==> config.mk <==
export PLATFORM = sky130hd
export DESIGN_NAME = fetch
export DESIGN_NICKNAME = d
export VERILOG_FILES = /design/src/rtl/fetch_pkg.sv /design/src/rtl/fetch.sv
export SDC_FILE = /design/constraint.sdc
export NUM_CORES = 1
export LEC_CHECK = 0
export ABC_AREA = 1
export BUFFER_PORTS_ARGS = -buffer_cell sky130_fd_sc_hd__buf_2
export CAP_MARGIN = 20
export CORE_MARGIN = 1
export CORE_UTILIZATION = 39
export DETAILED_ROUTE_END_ITERATION = 12
export GPL_TIMING_DRIVEN = 0
export PLACE_DENSITY = 0.66
export SYNTH_ARGS = -nofsm -noshare
export SYNTH_HDL_FRONTEND = slang
export SYNTH_SLANG_ARGS = --single-unit
==> constraint.sdc <==
create_clock -name clk -period 1.4 [get_ports clk]
set_input_delay 0.07 -clock clk [delete_from_list [all_inputs] [get_ports clk]]
set_output_delay 0.07 -clock clk [all_outputs]
set_load 0.02 [all_outputs]
==> src/rtl/fetch_pkg.sv <==
// Shared pipeline definitions for the front end: fetch state encoding,
// instruction size and default reset vector, plus address helpers.
package fetch_pkg;

  typedef enum logic [1:0] {
    BOOT     = 2'd0,
    RUN      = 2'd1,
    REDIRECT = 2'd2
  } fetch_state_t;

  localparam int unsigned INSTR_BYTES      = 4;
  localparam logic [31:0] DEFAULT_RESET_PC = 32'h0000_0000;

  // Instructions are word aligned; the low two address bits are always zero.
  function automatic logic [31:0] word_align(input logic [31:0] addr);
    return addr & ~32'h0000_0003;
  endfunction

  // Sequential fetch wraps modulo 2^32 with no overflow indication.
  function automatic logic [31:0] next_pc(input logic [31:0] pc);
    return pc + 32'(INSTR_BYTES);
  endfunction

endpackage

==> src/rtl/fetch.sv <==
// Instruction fetch stage: owns the fetch PC, drives the synchronous
// instruction memory address and tags the returned word with its PC.
module fetch
  import fetch_pkg::*;
#(
  parameter logic [31:0] RESET_PC = DEFAULT_RESET_PC
) (
  input  logic        clk,
  input  logic        rst_n,
  input  logic        halt,
  input  logic        stall,
  input  logic        branch_taken,
  input  logic [31:0] branch_target,
  output logic [31:0] mem_addr_0,
  output logic [31:0] pc_out,
  output logic        bubble_out
);

  fetch_state_t state;
  logic [31:0]  fetch_pc;

  assign mem_addr_0 = fetch_pc;

  // Priority: reset > halt > redirect > stall > sequential advance.
  always_ff @(posedge clk) begin
    if (!rst_n) begin
      fetch_pc   <= word_align(RESET_PC);
      pc_out     <= '0;
      bubble_out <= 1'b1;
      state      <= BOOT;
    end else if (halt) begin
      fetch_pc   <= fetch_pc;
      pc_out     <= pc_out;
      bubble_out <= bubble_out;
      state      <= state;
    end else if (branch_taken) begin
      // The word currently returning from memory is on the wrong path.
      fetch_pc   <= word_align(branch_target);
      bubble_out <= 1'b1;
      state      <= REDIRECT;
    end else if (!stall) begin
      pc_out     <= fetch_pc;
      fetch_pc   <= next_pc(fetch_pc);
      bubble_out <= 1'b0;
      case (state)
        RUN:            state <= RUN;
        BOOT, REDIRECT: state <= RUN;
        default:        state <= RUN;
      endcase
    end
  end

endmodule

Yosys cells after proc, flatten, opt, wreduce, memory -nomap -nowiden
Cells that the tools add are included.
- flip-flop bits (word level): 65
- output and inout bits: 65
- input bits: 37
- word-level logic and storage cells: 14
- eq/ne operators: 1
- $add $sub $neg: 1
- bitwise operators: 3
- reduce and logical (&&, ||, !) cells: 2
- muxes and demuxes: 4
- operator list (kind ; number):
    32-bit 2-to-1 mux ; 2
    32-bit by 3-bit adder with 32-bit output (second input constant) ; 1
    1-bit inverter ; 3
    3-bit AND reduction ; 1
    1-bit 2-to-1 mux ; 2
    2-bit by 1-bit inequality test with 1-bit output (second input constant) ; 1
    2-bit AND reduction ; 1

Longest topological paths before layout
- word-level depth: 3
- gate-level depth with buffers: 10
- depth with buffers taken out: 10

Worst setup path after synthesis
OpenSTA, ideal clock, no wires.
- path type: reg-to-reg
- start point: reg fetch_pc[3], in the netlist mem_addr_0[3]
- end point: reg fetch_pc[28], in the netlist mem_addr_0[28]
- period minus slack after synthesis: 1.595 ns
- data required time: 1.268 ns
- cell stages (with the launch flop): 11
- setup time: 0.132 ns
- slack: -0.195 ns
- buffers on the path: 0
- data arrival time: 1.463 ns
- cells stage by stage: dfxtp_1 ha_1 nand2_1 nor2_2 nand2_2 nor2_2 nand2_1 nand2_1 nand3_1 nand2_1 a21oi_1
- longest elaborated chain between the ends: 3
- ends and longest elaborated chain (item ; line ; RTL):
    from (decl) ; fetch.sv:20 ; logic [31:0] fetch_pc;
    from (signal assigned) ; fetch.sv:27 ; fetch_pc <= word_align(RESET_PC);
    from (signal assigned) ; fetch.sv:32 ; fetch_pc <= fetch_pc;
    from (signal assigned) ; fetch.sv:38 ; fetch_pc <= word_align(branch_target);
    32-bit by 3-bit adder with 32-bit output ; fetch_pkg.sv:21 ; return pc + 32'(INSTR_BYTES);
    32-bit 2-to-1 mux ; fetch.sv:41 ; end else if (!stall) begin
    32-bit 2-to-1 mux ; fetch.sv:36 ; end else if (branch_taken) begin
No other way between the ends. The select of a mux whose other input is x is not followed.
A chain may end at the register's enable or synchronous reset.

Worst setup path in the final report
- start point: reg fetch_pc[4], in the netlist mem_addr_0[4]
- end point: reg fetch_pc[23], in the netlist mem_addr_0[23]
The elaborated chain is that of the path after synthesis.

==> impl_results.md <==
- Setup CP Type: reg -> reg
- Fraction of layout instances using a drive strength above 1: 36.9%
- Vias/cell: 5.17
- Initial Utilization: 40.0%
- Die Y: 93.5 um
- Fin area: 4480 sq um
- Ant. Diodes: 0
- Critical path startpoint category: register
- Synth Cell Area: 3270 sq um
- Number of flops mapped to enable cells by yosys: 0
- Final Skew: 0.00979 ns
- Status: finished, violations left
- TritonRoute pass-1 iters: 8
- Synth area leader: dfxtp_1
- Worst R2R End: mem_addr_0[23]
- Relative slew slack: 56.1%
- Core Footprint: 8180 sq um
- GP Congestion: 0.896
- Post-route ant nets: 0
- Netlist cell types: 31
- Pleak: 1.93 nW
- WHS: 0.0402 ns
- Area of the multi-input gates: 1990 sq um
- Chip width: 93.5 um
- Worst Hold Class: in -> reg
- Worst Path Max Fanout: 7
- Max Cap Violations: 0
- Mapped Cells: 505
- Final Setup Violations: 14
- CTS H-tree lvls: 3
- Final hold violation count: 0
- Total Routing Usage GR: 25.3%
- Mux contribution to synthesized area: 0%
- Deepest clock path buffer count: 2
- FF-to-FF Start: mem_addr_0[4]
- Adder-cell share of the synthesized area: 0.383%
- Synth top area cells: dfxtp_1 37%, nand2_1 16%, nor2_1 10%, a21oi_1 7.0%, nand3_1 4.7%
- Total congestion overflow: 0
- Global-route wire length before repair: 17100 um
- Largest net degree at the start of global routing: 12
- Avg WL per Cell: 14.8 um
- Clock slew at reported path FFs: 0.07 ns
- Net count reported at finish: 667
- DP Worst Slack: -0.162 ns
- Root Buffer: clkbuf_8
- Drt drc: 0
- WHS Path Cells: 3
- RSZ-0062 raised after global routing: true
- CTS sink cnt: 61
- Seq/Total Area, Yosys: 37.4%
- TritonCTS clock tree: built
- DRT Wirelength: 11000 um
- Warnings from Yosys: 0
- Tot Pwr: 0.00452 W
- Fmax: 663 MHz
- CP endpoint kind: register
- Largest family of logic cells by synthesized area: simple AND/OR/NAND/NOR gates
- Final WS setup: -0.108 ns
- Most frequent cells in the layout: 123 x nand2_1, 102 x buf_2, 76 x nor2_1
- Port Buffers: 95
- P&R area growth vs syn: 37.2%
- Reg area: 1290 sq um
- Arr. time, crit path: 1.71 ns
- FP Rows: 33
- Initial drt markers: 180
- Commonest non-fill, non-tap cell in the layout: nand2_1
- Post-synth ARST share: 0%
- Vias in the first global route: 3458
- Yosys reg bits: 61
- Min cycle time layout: 1.51 ns
- R2r setup slk: -0.11 ns
- Post-Synth XOR/XNOR Area: 0%
- Fillers: 833
- Simple-Gate Fraction of Synth Area: 37.5%
- Peak supply drop: 528 uV
- Via count: 3822
- Max Slew Vio Count: 0
- Hold path start: branch_target[9]
- TritonCTS buffer count: 9
- Placed cell areas: 3930 sq um
- Compound-Gate Fraction of Synth Area: 16.8%
- Slew @ Worst Pin: 0.659 ns
- Hold Path End: mem_addr_0[9]
- Initial antenna violation count: 0
- Worst R2R Path Depth: 9
- Post-DP HPWL: 7740 um
- PD cells: 1010 nW/um^2
- Die area: 8750 sq um
- Violations in the final reports: negative setup slack
- Final worst path period share: 108%
- Synth top area share: 37.4%
- Crit path required time: 1.60 ns
- Clk_lat worst skew: 0.34 ns
- Post-synth top flop: dfxtp_1
- Synth Area per Inst: 6.47 sq um
- Setup_tns: -0.723 ns
- Ports: 102
==> area by class of cell <==
| class | count | share of cell area, % |
|---|---|---|
| clock inverter | 5 | 1.67 |
| clock buffer | 11 | 3.15 |
| tap | 105 | 2.93 |
| sequential | 61 | 28.9 |
| buffer | 25 | 2.90 |
| multi-input combinational | 389 | 44.3 |
| timing repair buffer | 110 | 13.4 |
| inverter | 33 | 2.76 |
==> power by group <==
group          internal, W  switching [W]
registers          0.00184       0.000117
logic             0.000283       0.000519
clock network      0.00104       0.000719
total              0.00316        0.00136
==> sequential cells by signal (all words and copies together) (netlist names) <==
signal / flops
bubble_out: 1
mem_addr_0: 30
pc_out: 30
==> cell usage after synthesis (all sizes together) (2+ instances only) <==
library cell and instances:
a211oi 9, a21oi 47, a311oi 4, a31oi 2
buf 14, clkbuf 11, clkinv 2, dfxtp 61
inv 31, nand2 144, nand3 31, nor2 106
o211ai 2, o21ai 32, or2 3
==> routing by layer <==
metal  up-vias  GRT usage [%]  share of wire (%)
met3        15           4.63                7.2
met2       148           40.8                 46
met1      1783           34.0                 46
li1       1876              -                  -
met5         -              0                  0
met4         0           8.59                1.3
==> worst max-delay path by stage <==
stage / from / end / slack, ns
floorplan: mem_addr_0[3] / mem_addr_0[28] / -0.01
global placement: mem_addr_0[3] / mem_addr_0[20] / -0.14
detailed placement: mem_addr_0[3] / mem_addr_0[20] / -0.16
CTS: mem_addr_0[3] / mem_addr_0[20] / -0.05
global route: mem_addr_0[2] / mem_addr_0[20] / -0.25
finish: mem_addr_0[4] / mem_addr_0[23] / -0.11
==> stage by stage <==
stage                     instances  utilization [%]
after floorplan                 508                -
after global placement          708             48.1
after detailed placement        708             48.1
after CTS                       736             53.1
after global routing            739             54.8
final                           739             54.8
==> repair_timing <==
action,4_1_cts,5_1_grt
setup buffers,10,3
resized for setup,37,43
pin swaps,11,13
hold buffers,2,0
endpoints found under the setup margin,20,22
gates cloned,0,0
hold endpoints to repair,2,0
==> kinds of logic after synthesis <==
| family | count (synthesis) |
|---|---|
| adder cells (fa/ha/maj) | 1 |
| flip-flops | 61 |
| AND/OR/NAND/NOR | 286 |
| AO/OA/AOI/OAI | 98 |
| buffers and inverters | 58 |
| other | 1 |
==> critical path, stage by stage, from the launching register on <==
cell	delay (ns)
dfxtp_4	0.38
nand2_2	0.07
nor2_4	0.18
nand2_4	0.09
nor2_4	0.21
nand2_1	0.10
nand2_1	0.08
nand3_1	0.08
nand2_1	0.10
a21oi_1	0.06
Note: power is estimated with default switching activity, not from simulation.
